==> src/rtl/seq_detector_param.sv <==
// Parametrised Moore serial-pattern detector.
// Shifts qualified serial bits into a history register and flags each time the
// last PATTERN_W bits equal the runtime-loadable pattern. Matching can overlap
// or restart from scratch after each hit; a saturating counter tallies hits.
module seq_detector_param #(
  parameter int                   PATTERN_W       = 3,
  parameter logic [PATTERN_W-1:0] DEFAULT_PATTERN = 3'b110,
  parameter int                   CNT_W           = 8
) (
  input  logic                 clk,
  input  logic                 rst,
  input  logic                 in_bit,
  input  logic                 in_valid,
  input  logic                 overlap_en,
  input  logic                 pattern_load,
  input  logic [PATTERN_W-1:0] pattern_in,
  input  logic                 count_clr,
  output logic                 detected,
  output logic [CNT_W-1:0]     match_count,
  output logic                 count_sat
);

  // fill must be able to hold the value PATTERN_W itself
  localparam int                FILL_W    = $clog2(PATTERN_W + 1);
  localparam logic [FILL_W-1:0] FILL_FULL = FILL_W'(PATTERN_W);

  logic [PATTERN_W-1:0] pat;
  logic [PATTERN_W-1:0] hist;
  logic [PATTERN_W-1:0] hist_n;
  logic [FILL_W-1:0]    fill;
  logic [FILL_W-1:0]    fill_n;
  logic                 match;
  logic [CNT_W-1:0]     cnt_n;

  // Candidate history/fill for this sample, match decision and next counter value
  always_comb begin
    hist_n = {hist[PATTERN_W-2:0], in_bit};
    fill_n = (fill == FILL_FULL) ? FILL_FULL : fill + 1'b1;
    match  = in_valid && !pattern_load && (fill_n == FILL_FULL) && (hist_n == pat);

    cnt_n = match_count;
    if (count_clr) begin
      // a match landing in the same cycle as a clear is deliberately dropped
      cnt_n = '0;
    end else if (match && (match_count != {CNT_W{1'b1}})) begin
      cnt_n = match_count + 1'b1;
    end
  end

  // State registers: pattern, history, fill level, match flag and counter
  always_ff @(posedge clk) begin
    if (rst) begin
      pat         <= DEFAULT_PATTERN;
      hist        <= '0;
      fill        <= '0;
      detected    <= 1'b0;
      match_count <= '0;
      count_sat   <= 1'b0;
    end else begin
      match_count <= cnt_n;
      count_sat   <= &cnt_n;

      if (pattern_load) begin
        // new pattern: drop any partial history so stale bits cannot match
        pat      <= pattern_in;
        hist     <= '0;
        fill     <= '0;
        detected <= 1'b0;
      end else if (in_valid) begin
        hist     <= hist_n;
        detected <= match;
        // non-overlapping mode needs PATTERN_W fresh bits after a hit
        fill     <= (match && !overlap_en) ? '0 : fill_n;
      end else begin
        detected <= 1'b0;
      end
    end
  end

endmodule

==> config.mk <==
export PLATFORM = sky130hd
export DESIGN_NAME = seq_detector_param
export DESIGN_NICKNAME = d
export VERILOG_FILES = /design/src/rtl/seq_detector_param.sv
export SDC_FILE = /design/constraint.sdc
export NUM_CORES = 1
export LEC_CHECK = 0
export CAP_MARGIN = 20
export CORE_ASPECT_RATIO = 0.9
export CORE_MARGIN = 5
export CORE_UTILIZATION = 40
export DETAILED_ROUTE_END_ITERATION = 10
export DONT_BUFFER_PORTS = 1
export GPL_TIMING_DRIVEN = 0
export SYNTH_ARGS = -nofsm -noshare
export SYNTH_HDL_FRONTEND = slang
export SYNTH_SLANG_ARGS = --single-unit
==> constraint.sdc <==
create_clock -name clk -period 1.7 [get_ports clk]
set_input_delay 0.34 -clock clk [delete_from_list [all_inputs] [get_ports clk]]
set_output_delay 0.34 -clock clk [all_outputs]
set_load 0.01 [all_outputs]
Word level (Yosys, flattened, before mapping)
Index checks and enable logic that the tools add are counted.
Word-level totals
  bits in registers: 17
  bits of input ports: 10
  output and inout port bits: 10
Operators by class
  add/subtract/negate cells: 2
  eq/ne operators: 4
  multiplexer cells: 4
  bitwise operators: 1
  reductions and logical operators: 10
Operators by type and width (count)
  $mux 8: 2
  $add 8x1->8 const B: 1
  $ne 8x8->1 const B: 1
  $reduce_and 8->1: 1
  $logic_and 1x1->1: 5
  $eq 2x2->1 const B: 2
  $mux 2: 2
  $eq 3x3->1: 1
  $reduce_or 3->1: 1
  $add 2x1->2 const B: 1
  $logic_not 1->1: 2
  $reduce_or 2->1: 1
  $not 1->1: 1

Logic depth before layout (Yosys ltp)
Gate-level depths: netlist (run 1).
  depth in word-level cells: 9
  mapped depth: 7
  mapped depth without buffers: 6

Worst setup path after synthesis (run 1)
No wires, ideal clock.
  kind: input-to-reg
  from: in pattern_load
  to: reg count_sat
  setup time: 61 ps
  arrival: 1663 ps
  required time: 1639 ps
  setup slack: -24 ps
  cell stages on the path: 6
  path buffers: 1
  cells stage by stage: buf_6 and3b_1 nand4_1 or4_4 a22oi_1 and4bb_1
Between the ends
  longest elaborated chain between the ends: 8
Ends and longest elaborated chain
  start: declaration: RTL line 15  | input logic pattern_load,
  $logic_not 1->1: RTL line 39  | match = in_valid && !pattern_load && (fill_n == FILL_FULL) && (hist_n == pat);
  $logic_and 1x1->1 (3 in a row): RTL line 39
  $logic_and 1x1->1: RTL line 45  | end else if (match && (match_count != {CNT_W{1'b1}})) begin
  $mux 8: RTL line 45
  $mux 8: RTL line 42  | if (count_clr) begin
  $reduce_and 8->1: RTL line 61  | count_sat <= &cnt_n;
  end signal: assignment: RTL line 61
  end: declaration: RTL line 20  | output logic count_sat
No other way between the ends.
A chain may end at the register's enable or synchronous reset.

Final worst setup path (run 1)
  from: reg match_count[4]
  to: reg count_sat
Between the ends
  longest elaborated chain between the ends: 5
Ends and longest elaborated chain
  start: declaration: RTL line 19  | output logic [CNT_W-1:0] match_count,
  start signal: assignment: RTL line 60  | match_count <= cnt_n;
  parallel branches: the longest is 2 deep, another holds $add 8x1->8
  $mux 8 (*): RTL line 45
  $mux 8 (*): RTL line 42
  $reduce_and 8->1 (*): RTL line 61
Every way passes the cells marked *.

==> flow_summary.json, run 1 <==
{
  "grt_max_degree": 11,
  "routed_wl_um": 1920,
  "yosysWarnings": 0,
  "finalMaxSlewViolations": 0,
  "yosys.area_share.simple_pct": 30.3,
  "cts_inserted_buffers": 3,
  "synthXorXnorAreaFrac_pct": 6.35,
  "syn_to_final_growth_pct": 21.6,
  "relSlewSlack_pct": 72.4,
  "synthTopCellsByArea": "dfxtp_1 41%, xnor2_1 6.4%, mux2i_1 4.8%, nor2_1 3.6%, a21oi_1 3.0%",
  "p_leak_nw": 0.331,
  "place_congestion": 0.797,
  "tightest_slew_ns": 0.414,
  "required_ns": 1.94,
  "dp_slack_ns": -0.214,
  "path_clk_slew_ns": 0.10,
  "power.density_nw_per_um2": 648,
  "antenna_found_initial": 0,
  "critPathMaxStageDelay_ns": 0.48,
  "synthMuxAreaShare_pct": 4.84,
  "synth-seq-area-share_pct": 41.1,
  "wl_met2_um": 924,
  "synth_top_area_cell": "dfxtp_1",
  "ys_types": 34,
  "synth_compound_area_share_pct": 12.3,
  "fin_skew_ns": 0.00744,
  "grt_use_total_pct": 13.7,
  "cts-root-buf": "clkbuf_4",
  "cts_tree": "yes",
  "synthArstFlopShare_pct": 0,
  "die_w_um": 57.9,
  "ctsHoldBuffers": 0,
  "grt_overflow_total": 0,
  "cts_buffer_depth": 2,
  "setup_violations": 0,
  "synth-edff-count": 0,
  "grt_pass1_vias": 722,
  "path_cells": "and4_4 -> and2_4 -> or4_4 -> a22oi_2 -> and4bb_1",
  "grt_pass1_wl_um": 3170,
  "fin_crit_ns": 1.69,
  "route.met3.wl_um": 145,
  "htree_num_levels": 1,
  "crit_type": "reg -> reg",
  "ys.flop_type": "dfxtp_1",
  "drt-initial-drc-count": 8,
  "ir_worst_vdd_mv": 0.400,
  "syn_inst": 92,
  "worstHoldPathType": "in -> reg",
  "end_kind": "register",
  "outcome": "finished, final reports clean",
  "crit_arrival_ns": 1.93,
  "syn_area_per_cell_um2": 8.99,
  "rsz0062_at_grt": "true",
  "drv_cap": 0,
  "rr_worst_depth": 5,
  "synth-seq-cells": 17,
  "highest_layer": "met4",
  "route.detailed.drc": 0,
  "start_kind": "register",
  "drt_pass1_iterations": 4,
  "synth_top_family_by_area": "simple AND/OR/NAND/NOR gates",
  "via_count": 725,
  "core_area_um2": 1950,
  "hold_depth": 1,
  "diodes": 0,
  "die-area_um2": 3080,
  "path_max_fanout": 8,
  "fp-row-count": 15,
  "period_share_pct": 99.2,
  "clock_sinks": 17,
  "crit_slowest_cell": "or4_4",
  "clk_latency_ns": 0.29,
  "fmax_mhz": 593,
  "fin_ws_ns": 0.0129,
  "fin_util_pct": 51.5,
  "final_nets": 111,
  "start_util_pct": 42.4,
  "layout-drive-gt1-share_pct": 28.3,
  "synth_top_area_share_pct": 41.1,
  "pin_count": 20,
  "die_y_um": 53.1,
  "portBuffers": 0,
  "wirelength_met1_um": 835,
  "vias_per_cell": 5.85,
  "ant_nets": 0,
  "hold_viol": 0,
  "synthesis.nets": 103,
  "synthAdderAreaFrac_pct": 1.51,
  "syn_area_um2": 827,
  "wl_per_cell_um": 15.5
}
worst paths after layout:
kind                                   from                    to  slack [ns]
hold / removal                pattern_in[2]   pat[2]$_SDFFE_PP1P_        0.17
setup / recovery  match_count[4]$_SDFF_PP0_  count_sat$_SDFF_PP0_        0.01
hold reg to reg         pat[0]$_SDFFE_PP0P_   pat[0]$_SDFFE_PP0P_        0.53
setup reg to reg  match_count[4]$_SDFF_PP0_  count_sat$_SDFF_PP0_        0.01
routing by layer:
layer  vias up  global-route usage (%)
met1       353                    13.9
met5         -                       0
met2        14                    23.9
met4         0                    4.63
li1        356                       -
met3         2                    7.56
cell families after synthesis:
family                   Yosys count
AO/OA/AOI/OAI                     16
XOR/XNOR                           6
adder cells (fa/ha/maj)            1
buffers and inverters              6
flip-flops                        17
multiplexers                       4
AND/OR/NAND/NOR                   42
where the power goes:
| group | switching, mW | internal, mW | total (mW) |
|---|---|---|---|
| clock network | 0.124 | 0.0913 | 0.216 |
| logic | 0.0176 | 0.0195 | 0.0372 |
| registers | 0.00531 | 0.394 | 0.399 |
flip-flops by register name, indices dropped and copies added (netlist names):
signal and count:
pat 3, fill 2, detected 1, match_count 8
hist 2, count_sat 1
synthesized netlist by cell type (2+ instances only):
library cell,number
dfxtp_1,17
nor2_1,8
xnor2_1,6
a21oi_1,5
nand2_1,5
mux2i_1,4
nor3_1,4
clkbuf_1,3
nand3_1,3
nor2b_1,3
o21ai_0,3
a211o_1,2
and3b_1,2
and4_1,2
inv_1,2
nand4_1,2
nor3b_1,2
nor4_1,2
or3_1,2
worst max-delay path, delay by kind of cell, from the launching register on:
family | cells | cell delay [ns]
and+or+nand+nor | 4 | 1.03
AOI/OAI and AO/OA | 1 | 0.20
DFF | 1 | 0.40
layout by cell type, fill, tap and decap left out, types with 2 or more instances in the layout:
master	Yosys	final
nand2_1	5	5
nor2_1	8	7
inv_1	2	2
nor2b_1	3	2
o21ai_0	3	3
nand4_1	2	2
or3_1	2	2
nor3_1	4	4
a21oi_1	5	5
nor3b_1	2	2
a211o_1	2	2
mux2i_1	4	4
clkbuf_1	3	3
dfxtp_1	17	9
xnor2_1	6	5
nand3_2	0	2
dfxtp_4	0	7
buf_4	0	2
and3b_1	2	2
clkbuf_4	0	4
metrics by stage:
step           std cells  total power, mW  hold slack, ns  setup TNS [ns]  cell area [µm²]
4_1_cts              122            0.673           0.153               0              922
3_5_place_dp         117            0.456           0.467          -0.331              858
6_report             124            0.652           0.168               0             1010
2_1_floorplan         92            0.448           0.462               0              827
5_1_grt              124            0.693           0.143         -0.0699             1010
3_3_place_gp         117            0.454           0.464          -0.322              858
layout make-up:
type                       instances  area [µm²]
buffer                             4        26.3
timing repair buffer               3        18.8
inverter                           2        7.51
sequential                        17         368
multi-input combinational         69         528
fill                             197         946
tap                               25        31.3
clock buffer                       4        26.3
timing repair:
| item | CTS | global route |
|---|---|---|
| endpoints found under the hold margin | 0 | 0 |
| pin swaps | 1 | 5 |
| gates resized for setup | 16 | 19 |
| setup buffers | 1 | 2 |
| endpoints found under the setup margin | 2 | 4 |
(Power assumes the default switching activity.)
==> run 2: changes to the inputs <==
--- a/config.mk
+++ b/config.mk
@@ -5,7 +5,6 @@
 export SDC_FILE = /design/constraint.sdc
 export NUM_CORES = 1
 export LEC_CHECK = 0
-export CAP_MARGIN = 20
 export CORE_ASPECT_RATIO = 0.9
 export CORE_MARGIN = 5
 export CORE_UTILIZATION = 40
==> results of run 2 <==
The final DEF is identical to that of run 1; final timing and power are the same.
==> run 3: changes to the inputs <==
--- a/config.mk
+++ b/config.mk
@@ -8,6 +8,7 @@
 export CORE_ASPECT_RATIO = 0.9
 export CORE_MARGIN = 5
 export CORE_UTILIZATION = 40
+export CTS_CLUSTER_DIAMETER = 80
 export DETAILED_ROUTE_END_ITERATION = 10
 export DONT_BUFFER_PORTS = 1
 export GPL_TIMING_DRIVEN = 0
==> results of run 3 <==
The final DEF is identical to that of run 1; final timing and power are the same.
